File: src/rtl/axis_deadlock_monitor.sv
// axis_deadlock_monitor: stall detector for one HLS kernel.
// Declares a deadlock once the kernel has shown no AXI-Stream progress for
// THRESHOLD consecutive cycles while something is blocked and not all
// sub-instances are idle.
// Optional build macro: DEADLOCK_MON_STICKY_EN makes BLOCKED terminal until reset.
module axis_deadlock_monitor #(
    parameter int NUM_AXIS  = 4,
    parameter int NUM_INST  = 3,
    parameter int THRESHOLD = 1024,
    parameter int CNT_W     = $clog2(THRESHOLD + 1)
) (
    input  logic                clock,
    input  logic                reset,
    input  logic [NUM_AXIS-1:0] axis_block_sigs,
    input  logic [NUM_INST-1:0] inst_idle_sigs,
    input  logic [NUM_INST-1:0] inst_block_sigs,
    output logic                block,
    output logic                block_pulse,
    output logic [NUM_AXIS-1:0] blk_axis_mask,
    output logic [CNT_W-1:0]    stall_cnt
);

    typedef enum logic [1:0] {
        IDLE    = 2'd0,
        WATCH   = 2'd1,
        BLOCKED = 2'd2
    } state_t;

    localparam logic [CNT_W-1:0] CNT_ONE = CNT_W'(1);
    localparam logic [CNT_W-1:0] CNT_PRE = CNT_W'(THRESHOLD - 1);
    localparam logic [CNT_W-1:0] CNT_MAX = CNT_W'(THRESHOLD);

    state_t              state_q, state_d;
    logic [CNT_W-1:0]    cnt_q, cnt_d;
    logic [NUM_AXIS-1:0] mask_q, mask_d;
    logic                block_q, block_d;
    logic                pulse_q, pulse_d;

    logic stall_raw;
    logic stable;

    // Stall terms: only stream-flag changes count as progress.
    always_comb begin
        stall_raw = ((|axis_block_sigs) | (|inst_block_sigs)) & ~(&inst_idle_sigs);
        stable    = stall_raw & (axis_block_sigs == mask_q);
    end

    // Next-state and registered-output logic for the stall episode FSM.
    always_comb begin
        state_d = state_q;
        cnt_d   = cnt_q;
        mask_d  = mask_q;
        block_d = block_q;
        pulse_d = 1'b0;
        unique case (state_q)
            IDLE: begin
                block_d = 1'b0;
                if (stall_raw) begin
                    state_d = WATCH;
                    cnt_d   = CNT_ONE;
                    mask_d  = axis_block_sigs;
                end else begin
                    cnt_d = '0;
                end
            end
            WATCH: begin
                if (stable && cnt_q == CNT_PRE) begin
                    state_d = BLOCKED;
                    cnt_d   = CNT_MAX;
                    block_d = 1'b1;
                    pulse_d = 1'b1;
                end else if (stable) begin
                    cnt_d = cnt_q + CNT_ONE;
                end else if (stall_raw) begin
                    // Mask changed: progress happened, restart the episode.
                    cnt_d  = CNT_ONE;
                    mask_d = axis_block_sigs;
                end else begin
                    state_d = IDLE;
                    cnt_d   = '0;
                end
            end
            BLOCKED: begin
                cnt_d = CNT_MAX;
`ifdef DEADLOCK_MON_STICKY_EN
                block_d = 1'b1;
`else
                if (!stable) begin
                    // Always pass through IDLE, even if a new stall is already present.
                    state_d = IDLE;
                    block_d = 1'b0;
                    cnt_d   = '0;
                end
`endif
            end
            default: begin
                state_d = IDLE;
                cnt_d   = '0;
                block_d = 1'b0;
            end
        endcase
    end

    // State register with asynchronous active-low reset.
    always_ff @(posedge clock or negedge reset) begin
        if (!reset) begin
            state_q <= IDLE;
            cnt_q   <= '0;
            mask_q  <= '0;
            block_q <= 1'b0;
            pulse_q <= 1'b0;
        end else begin
            state_q <= state_d;
            cnt_q   <= cnt_d;
            mask_q  <= mask_d;
            block_q <= block_d;
            pulse_q <= pulse_d;
        end
    end

    // Outputs come straight from registers.
    always_comb begin
        block         = block_q;
        block_pulse   = pulse_q;
        blk_axis_mask = mask_q;
        stall_cnt     = cnt_q;
    end

endmodule
File: config.mk
export PLATFORM = sky130hd
export DESIGN_NAME = axis_deadlock_monitor
export DESIGN_NICKNAME = d
export VERILOG_FILES = /design/src/rtl/axis_deadlock_monitor.sv
export SDC_FILE = /design/constraint.sdc
export NUM_CORES = 1
export LEC_CHECK = 0
export BUFFER_PORTS_ARGS = -buffer_cell sky130_fd_sc_hd__buf_4
export CAP_MARGIN = 20
export CORE_MARGIN = 10
export CORE_UTILIZATION = 34
export DETAILED_ROUTE_END_ITERATION = 16
export GPL_TIMING_DRIVEN = 0
export HOLD_SLACK_MARGIN = 0.15
export PLACE_DENSITY = 0.54
export SLEW_MARGIN = 5
export SYNTH_ARGS = -nofsm -noshare
export SYNTH_HDL_FRONTEND = slang
export SYNTH_SLANG_ARGS = --single-unit
File: constraint.sdc
create_clock -name clock -period 4.5 [get_ports clock]
set_clock_uncertainty 0.05 [all_clocks]
set_input_delay 0.675 -clock clock [delete_from_list [all_inputs] [get_ports clock]]
set_output_delay 0.675 -clock clock [all_outputs]
set_load 0.01 [all_outputs]
## Yosys cells after proc, flatten, opt, wreduce, memory -nomap -nowiden

Index checks and enable logic that the tools add are counted.

- Register bits: 19
- Latch bits: 0
- RAM bits: 0
- ROM bits: 0
- Logic and storage cells: 50
- Memories kept: 0

- Add/sub/neg operators: 1
- Multipliers: 0
- Divide/modulo/power cells: 0
- Magnitude comparators: 0
- Eq/ne operators: 11
- Shift operators: 0
- Multiplexer cells: 20
- Bitwise logic cells: 4
- Reductions and logical operators: 9

Operator list:

| operator | number |
|---|---|
| $mux 11 | 3 |
| $pmux 11 s3 | 1 |
| $mux 4 | 3 |
| $add 11x1->11 const B | 1 |
| $eq 11x10->1 const B | 1 |
| $mux 2 | 5 |
| $ne 2x2->1 const B | 5 |
| $pmux 4 s2 | 1 |
| $ne 3x3->1 const B | 2 |
| $pmux 2 s3 | 1 |
| $reduce_and 3->1 | 2 |
| $mux 1 | 5 |
| $eq 4x4->1 | 1 |
| $reduce_and 4->1 | 1 |
| $reduce_or 4->1 | 1 |
| $reduce_or 3->1 | 1 |
| $and 1x1->1 | 2 |
| $eq 2x1->1 const B | 1 |
| $eq 2x2->1 const B | 1 |
| $logic_not 2->1 | 1 |
| $pmux 1 s2 | 1 |
| $reduce_and 2->1 | 1 |
| $reduce_bool 2->1 | 1 |
| $logic_and 1x1->1 | 1 |
| 2 further kinds | 2 |

## Depth between registers and ports, before layout

Gate-level depths: netlist of run 1.

- Depth after elaboration: 7
- Mapped depth: 5
- Depth with buffers taken out: 5

## Least setup slack after synthesis of run 1

OpenSTA, ideal clock, no wires.

- Kind: in2reg
- From: input axis_block_sigs[2]
- To: register mask_q[0] (netlist: blk_axis_mask[0])
- Library setup time: 125 ps
- Arrival time: 1629 ps
- Slack: 2696 ps
- Stages on the path: 5
- Path through: nor4_1 a32oi_1 nor2b_1 buf_2 mux2_4

- Word-level cells in the longest chain between the ends: 7
- Elaborated cells on any way between the ends: 13
- Classes of those cells: eq/ne (3); mux (4); bitwise (3); reduce/logical (3)

Ends and longest elaborated chain:

| element | line | RTL |
|---|---|---|
| from (decl) | 14 | `input logic [NUM_AXIS-1:0] axis_block_sigs,` |
| $reduce_or 4->1 | 44 | `stall_raw = ((\|axis_block_sigs) \| (\|inst_block_sigs)) & ~(&inst_idle_sigs);` |
| $or 1x1->1 | 44 |  |
| $and 1x1->1 | 44 |  |
| $mux 4 or $and 1x1->1 (tied branches) | - |  |
| $mux 4 or $logic_and 1x1->1 (tied branches) | - |  |
| $mux 4 or $ne 2x2->1 (tied branches) | - |  |
| $pmux 4 s2 or $reduce_and 3->1 (tied branches) | - |  |
| to (signal assigned) | 115 | `mask_q <= mask_d;` |
| to (decl) | 35 | `logic [NUM_AXIS-1:0] mask_q, mask_d;` |

Parallel ways exist; a longest one is shown, timed or not. The select of a mux whose other input is x is not followed.
A chain may end at the register's enable or synchronous reset.

## Final worst setup path of run 1

- From: register cnt_q[0] (netlist: stall_cnt[0])
- To: register cnt_q[9] (netlist: stall_cnt[9])

- Word-level cells in the longest chain between the ends: 4
- Elaborated cells on any way between the ends: 6
- Classes of those cells: add/sub (1); eq/ne (1); mux (3); reduce/logical (1)

Ends and longest elaborated chain:

| element | line | RTL |
|---|---|---|
| from (decl) | 34 | `logic [CNT_W-1:0] cnt_q, cnt_d;` |
| from (signal assigned) | 114 | `cnt_q <= cnt_d;` |
| $add 11x1->11 or $eq 11x10->1 (tied branches) | 73, 67 |  |
| $mux 11 or $logic_and 1x1->1 (tied branches) | 72, 67 |  |
| $mux 11 (*) | 67 | `if (stable && cnt_q == CNT_PRE) begin` |
| $pmux 11 s3 (*) | 55 | `unique case (state_q)` |
| via cnt_d[9] | 34 |  |

The timed path passes the listed nets; every way through them passes the cells marked *.

==> results.toml, run 1 <==
[place]
dp_cells = 144
hpwl_um = 1690
routabilityCongestion = 0.725
post-place-ws_ps = 2390
port_buffers = 28

[final_layout]
instances_no_fill = 148
nNetsFinal = 132
nFillCells = 247
areaGrowthSynthToFinish_pct = 29.4
final_layout_size_suffix_gt1_frac = 0.331
antenna_cells = 0
fin_util = 0.476

[clock_network]
cts_hold_buffers = 0
cts_resized = 0
cts_tree = "built"
cts_setup_buffers = 0
numCtsBuffers = 3
cts.path.max_buffers = 2
insertion_delay_ps = 300
cts.sinks = 19
path_clk_slew_ps = 110
root_buffer = "clkbuf_4"
cts.htree.levels = 1

[route]
vias = 765
viasPerCell = 5.17
drcViolationCount = 0
drt_iter0_markers = 29
wl_per_cell_um = 14.4
drtPass1Iterations = 4
wl_um = 2130
ant_nets = 0

[timing]
grt_setup_unrepaired = "false"
worst_pin_slew_ps = 438
slew_violations = 0
fmax_mhz = 535
layout_setup_ws_ps = 2630
setup_viol_count_final = 0
hold_viol = 0
relSlewSlack = 0.706
period_share = 0.415
finalCriticalPeriod_ps = 1870
setup_tns_ps = 0
holdWs_ps = 173

[synthesis]
synth_common_cells = "19 x dfrtp_1, 10 x nor2_1, 7 x xor2_1"
synth_compound_area_frac = 0.0654
synth_top_family_by_area = "simple AND/OR/NAND/NOR gates"
synth_adder_area_share = 0.0134
syn_nets = 99
post_synth_xor_area_fraction = 0.112
ys_warn_count = 0
ys.flop_type = "dfrtp_1"
syn_area_um2 = 937
synth_largest_area_cell = "dfrtp_1"
async_flop_share = 1.00
yosys.area_share.simple = 0.220
seq_area_frac_synth = 0.507
ys_ff_latch = 19
synth_edf_count = 0
synth_top_area_frac = 0.507
synth_cells = 86
syn_area_per_cell_um2 = 10.9
ys_top_cells_by_area = "dfrtp_1 51%, xor2_1 6.5%, mux2_4 6.4%, xnor2_1 4.7%, nor2_1 4.0%"
synth.most_common_cell = "dfrtp_1"
synthMuxAreaShare = 0.0641
synth_cell_type_count = 28

[die]
core_mm2 = 0.00254
die_h_um = 72.5
start_util = 0.368
die-area_mm2 = 0.00526
top_level_ports = 29
std_cell_rows = 18
dieWidth_um = 72.5

[global_routing]
grt_overflow = 0
antenna_found_initial = 0
grt_pass1_vias = 843
grt_usage = 0.0859
grt_max_degree = 20
grt_pass1_wl_um = 3740

[setup_path]
arrival_ps = 2000
crit_fanout = 8
crit_type = "flop to flop"
cp-end-kind = "flop"
reg2regPathDepth = 5
cp-startpoint = "stall_cnt[0]$_DFF_PN0_"
reg2reg_slack_ps = 2630
start_kind = "flop"
required_ps = 4630
r2r_start = "stall_cnt[0]$_DFF_PN0_"

[job]
drv_cap = 0

[pwr]
ir_drop_mv = 0.136
leakagePower_nw = 0.540
p_per_area_mw_per_mm2 = 254

[worst_hold_path]
hold_path.class = "input port to async pin"

[status]
status = "completed"
[worst paths after layout]
| kind | end |
|---|---|
| hold reg to reg | blk_axis_mask[3]$_DFFE_PN0P_ |
| setup / recovery | stall_cnt[9]$_DFF_PN0_ |
| hold / removal | stall_cnt[5]$_DFF_PN0_ |
| min in group clock | blk_axis_mask[3]$_DFFE_PN0P_ |
| max in group asynchronous | stall_cnt[10]$_DFF_PN0_ |
| setup reg to reg | stall_cnt[9]$_DFF_PN0_ |
[layout make-up]
class	instances	area, um^2	area share
Timing Repair Buffer	28	210	0.173
Inverter	3	11.3	0.00929
Multi-Input combinational cell	63	445	0.367
Sequential cell	19	475	0.392
Buffer	1	5.00	0.00413
Clock buffer	3	22.5	0.0186
Clock inverter	1	5.00	0.00413
Tap cell	30	37.5	0.0310
[per-stage QoR]
stage / power, W / cell area (um^2)
floorplan: 0.000203 / 937
global placement: 0.000225 / 1180
detailed placement: 0.000225 / 1180
CTS: 0.000315 / 1210
global route: 0.000326 / 1210
finish: 0.000309 / 1210
[logic make-up (layout without fill, tap and decap cells)]
kind of cell / count (synthesis) / in the layout
buffers and inverters: 4 / 36
and+or+nand+nor: 37 / 37
muxes: 4 / 4
AOI/OAI and AO/OA: 9 / 9
DFF: 19 / 19
xor gates and xnor gates: 12 / 12
adders and majority gates: 1 / 1
[per-layer routing]
layer | global-route usage | up-vias | wire (um)
li1 | - | 367 | -
met1 | 0.0983 | 366 | 913
met2 | 0.142 | 28 | 1020
met3 | 0.0367 | 4 | 191
met4 | 0.0253 | 0 | 14
met5 | 0 | - | 0
[cell usage in the layout, fill, tap and decap left out, drive strengths merged]
master,n
clkbuf,3
a32oi,1
nor4,3
inv,3
xnor2,5
nand4,2
a21oi,2
and4,1
o211ai,1
o21ai,1
nand2,5
xor2,7
o31a,2
nor2,10
nand3,6
mux2,4
dfrtp,19
nand2b,1
o22ai,1
nor2b,1
nor3,5
clkinv,1
nand4b,1
a31oi,1
buf,29
ha,1
or3,1
and2,1
[worst max-delay path, stage by stage (launching register included)]
cell and delay (ps):
dfrtp_1 420, ha_1 260, nand3_1 130, nor4_2 420
nand4b_1 370, nor2_1 90
[power breakdown]
part / switching, W / total, W / internal (W)
Combinational: 0.0000205 / 0.0000415 / 0.0000210
Clock: 0.0000546 / 0.0000877 / 0.0000331
Sequential: 0.00000431 / 0.000179 / 0.000175
Total: 0.0000794 / 0.000309 / 0.000229
[state kept, by name, indices dropped and copies added, names as in the netlist]
name and flops:
state_q 2, stall_cnt 11, blk_axis_mask 4, block_pulse 1
block 1
Power figures use the tool's default switching activity.
==> run 2: changes to the inputs <==
--- a/config.mk
+++ b/config.mk
@@ -12,7 +12,7 @@
 export DETAILED_ROUTE_END_ITERATION = 16
 export GPL_TIMING_DRIVEN = 0
 export HOLD_SLACK_MARGIN = 0.15
-export PLACE_DENSITY = 0.54
+export PLACE_DENSITY = 0.56
 export SLEW_MARGIN = 5
 export SYNTH_ARGS = -nofsm -noshare
 export SYNTH_HDL_FRONTEND = slang
==> constraint.sdc (replaced) <==
create_clock -name clock -period 1.6 [get_ports clock]
set_clock_uncertainty 0.05 [all_clocks]
set_input_delay 0.24 -clock clock [delete_from_list [all_inputs] [get_ports clock]]
set_output_delay 0.24 -clock clock [all_outputs]
set_load 0.01 [all_outputs]
==> run 2 against run 1 <==
  * Clock power rose to 2.8 times the previous value
  * Largest power group unchanged
  * Critical path type unchanged
  * Clock-buffer cell count increased by 1
  * Via count grew 9.2%
  * Total power increased to 3.0 times the previous value
  * Final area grew 19%
  * Routed wire length increased by 9.1%
  * The flow now finishes with violations (negative setup slack)
  * Combinational power rose to 4.0 times the previous value
  * Non-clock buffer count grew 20
  * Flip-flop and latch count unchanged
==> results.toml, run 2 (same netlist as run 1, synthesis figures left out) <==
[route]
wl_per_cell_um = 13.9
drtPass1Iterations = 4
viasPerCell = 4.97
drcViolationCount = 0
vias = 835
wl_um = 2330
ant_nets = 0
drt_iter0_markers = 23

[timing]
hold_viol = 0
fmax_mhz = 624
finalCriticalPeriod_ps = 1600
relSlewSlack = 0.747
layout_setup_ws_ps = -2.44
period_share = 1.00
setup_viol_count_final = 1
grt_setup_unrepaired = "true"
slew_violations = 0
worst_pin_slew_ps = 379

[pwr]
p_per_area_mw_per_mm2 = 634
ir_drop_mv = 0.358
p_int_w = 0.000686
pwr-share-seq = 0.549
leakagePower_nw = 0.643
combPwrFrac = 0.183
p_switching_w = 0.000233
clock_power_share = 0.268
p_sw_frac = 0.253

[setup_path]
crit_fanout = 8
cp_cell_sequence = "ha_4, nand3_1, nor4_4, nand4b_1, buf_12, nor2_1"
r2r_end = "stall_cnt[6]$_DFF_PN0_"
crit_type = "flop to flop"
cp_slowest_stage_delay_ps = 420
r2r_start = "stall_cnt[0]$_DFF_PN0_"
required_ps = 1740
reg2regPathDepth = 6
start_kind = "flop"
reg2reg_slack_ps = -2
arrival_ps = 1750
crit_slowest_cell = "dfrtp_1"
cp-end-kind = "flop"

[clock_network]
cts.sinks = 19
cts.path.max_buffers = 2
insertion_delay_ps = 290
cts.htree.levels = 1
numCtsBuffers = 3
cts_tree = "built"
root_buffer = "clkbuf_4"
path_clk_slew_ps = 110

[global_routing]
grt_max_degree = 20
grt_pass1_wl_um = 4040
grt_overflow = 0
grt_usage = 0.0936
antenna_found_initial = 0
grt_pass1_vias = 912

[place]
routabilityCongestion = 0.760
hpwl_um = 1660
dpl-instance-area_mm2 = 0.00119
port_buffers = 28

[final_layout]
nFillCells = 221
finalInstanceArea_mm2 = 0.00145
areaGrowthSynthToFinish_pct = 54.5
layout_common_cells = "42 x buf_4, 19 x dfrtp_1, 6 x nand3_1"
fin_util = 0.569
final_layout_size_suffix_gt1_frac = 0.464
antenna_cells = 0
nNetsFinal = 152
final_common_cell = "buf_4"
largest_reg_flops = 11

[die]
std_cell_rows = 18
die-area_mm2 = 0.00526
top_level_ports = 29
die_h_um = 72.5
core_mm2 = 0.00254
start_util = 0.368
dieWidth_um = 72.5

[job]
drv_cap = 0

[status]
violations = "negative setup slack"
status = "finished with violations"

[worst_hold_path]
hold_path.class = "input port to async pin"
run 2: cell types whose count changed in the layout (fill, tap and decap cells not counted), sizes merged:
cell	before	now
clkinv	1	0
buf	29	44
clkbuf	3	4
dlygate4sd3	0	5
run 2: per-layer routing:
layer | GRT usage | part of all wire | wire length, um | vias up
met3 | 0.0435 | 0.095 | 221 | 2
li1 | - | - | - | 407
met5 | 0 | 0 | 0 | -
met1 | 0.100 | 0.43 | 998 | 396
met4 | 0.0316 | 0.0039 | 9 | 0
met2 | 0.158 | 0.47 | 1100 | 30
run 2: power groups by stage:
| stage | Clock, W | Sequential, W | Combinational (W) |
|---|---|---|---|
| final | 0.000246 | 0.000504 | 0.000168 |
| after global routing | 0.000272 | 0.000506 | 0.000185 |
| after CTS | 0.000258 | 0.000504 | 0.000154 |
| after detailed placement | 0 | 0.000513 | 0.000121 |
| after global placement | 0 | 0.000514 | 0.000119 |
| after floorplan | 0 | 0.000518 | 0.0000533 |
run 2: final cells by class:
type	count	area, um^2	share of cell area
flip-flops and latches	19	475	0.328
well taps	30	37.5	0.0259
multi-input cells	63	507	0.350
clock buffers	4	26.3	0.0182
inverters	3	11.3	0.00778
repair buffers	48	385	0.266
plain buffers	1	5.00	0.00346
run 2: how the worst max path moves through the flow:
stage / slack, ps / endpoint / start / depth (start not counted)
2_1_floorplan: -40 / state_q[0]$_DFFE_PN0P_ / stall_cnt[0]$_DFF_PN0_ / 5
3_3_place_gp: -260 / stall_cnt[3]$_DFF_PN0_ / stall_cnt[0]$_DFF_PN0_ / 5
3_5_place_dp: -300 / stall_cnt[6]$_DFF_PN0_ / stall_cnt[0]$_DFF_PN0_ / 5
4_1_cts: -0.2 / state_q[0]$_DFFE_PN0P_ / stall_cnt[0]$_DFF_PN0_ / 5
5_1_grt: -60 / stall_cnt[3]$_DFF_PN0_ / blk_axis_mask[1]$_DFFE_PN0P_ / 5
6_report: -2 / stall_cnt[6]$_DFF_PN0_ / stall_cnt[0]$_DFF_PN0_ / 6
run 2: critical path, delay by kind of cell (launching register included):
kind                       cells  cell delay, ps
DFF                            1             420
buffers and inverters          1             150
adders and majority gates      1             160
and+or+nand+nor                4             730
run 2: per-stage QoR:
step                      worst slack (ps)  hold slack (ps)  total power (W)  setup TNS (ps)  std cells
after CTS                           -0.174              296         0.000916          -0.174        162
after detailed placement              -300             83.7         0.000634           -2980        144
after floorplan                      -37.5             -106         0.000571           -37.5         86
final                                -2.44              294         0.000918           -2.44        168
after global routing                 -56.7              304         0.000963            -591        168
after global placement                -263             80.9         0.000633           -2630        144
run 2: what timing repair did:
action | 4_1_cts | 5_1_grt
endpoints found under the hold margin | 23 | 0
pin swaps | 4 | 5
setup buffers | 9 | 6
endpoints found under the setup margin | 14 | 12
gates resized for setup | 4 | 8
hold buffers | 5 | 0
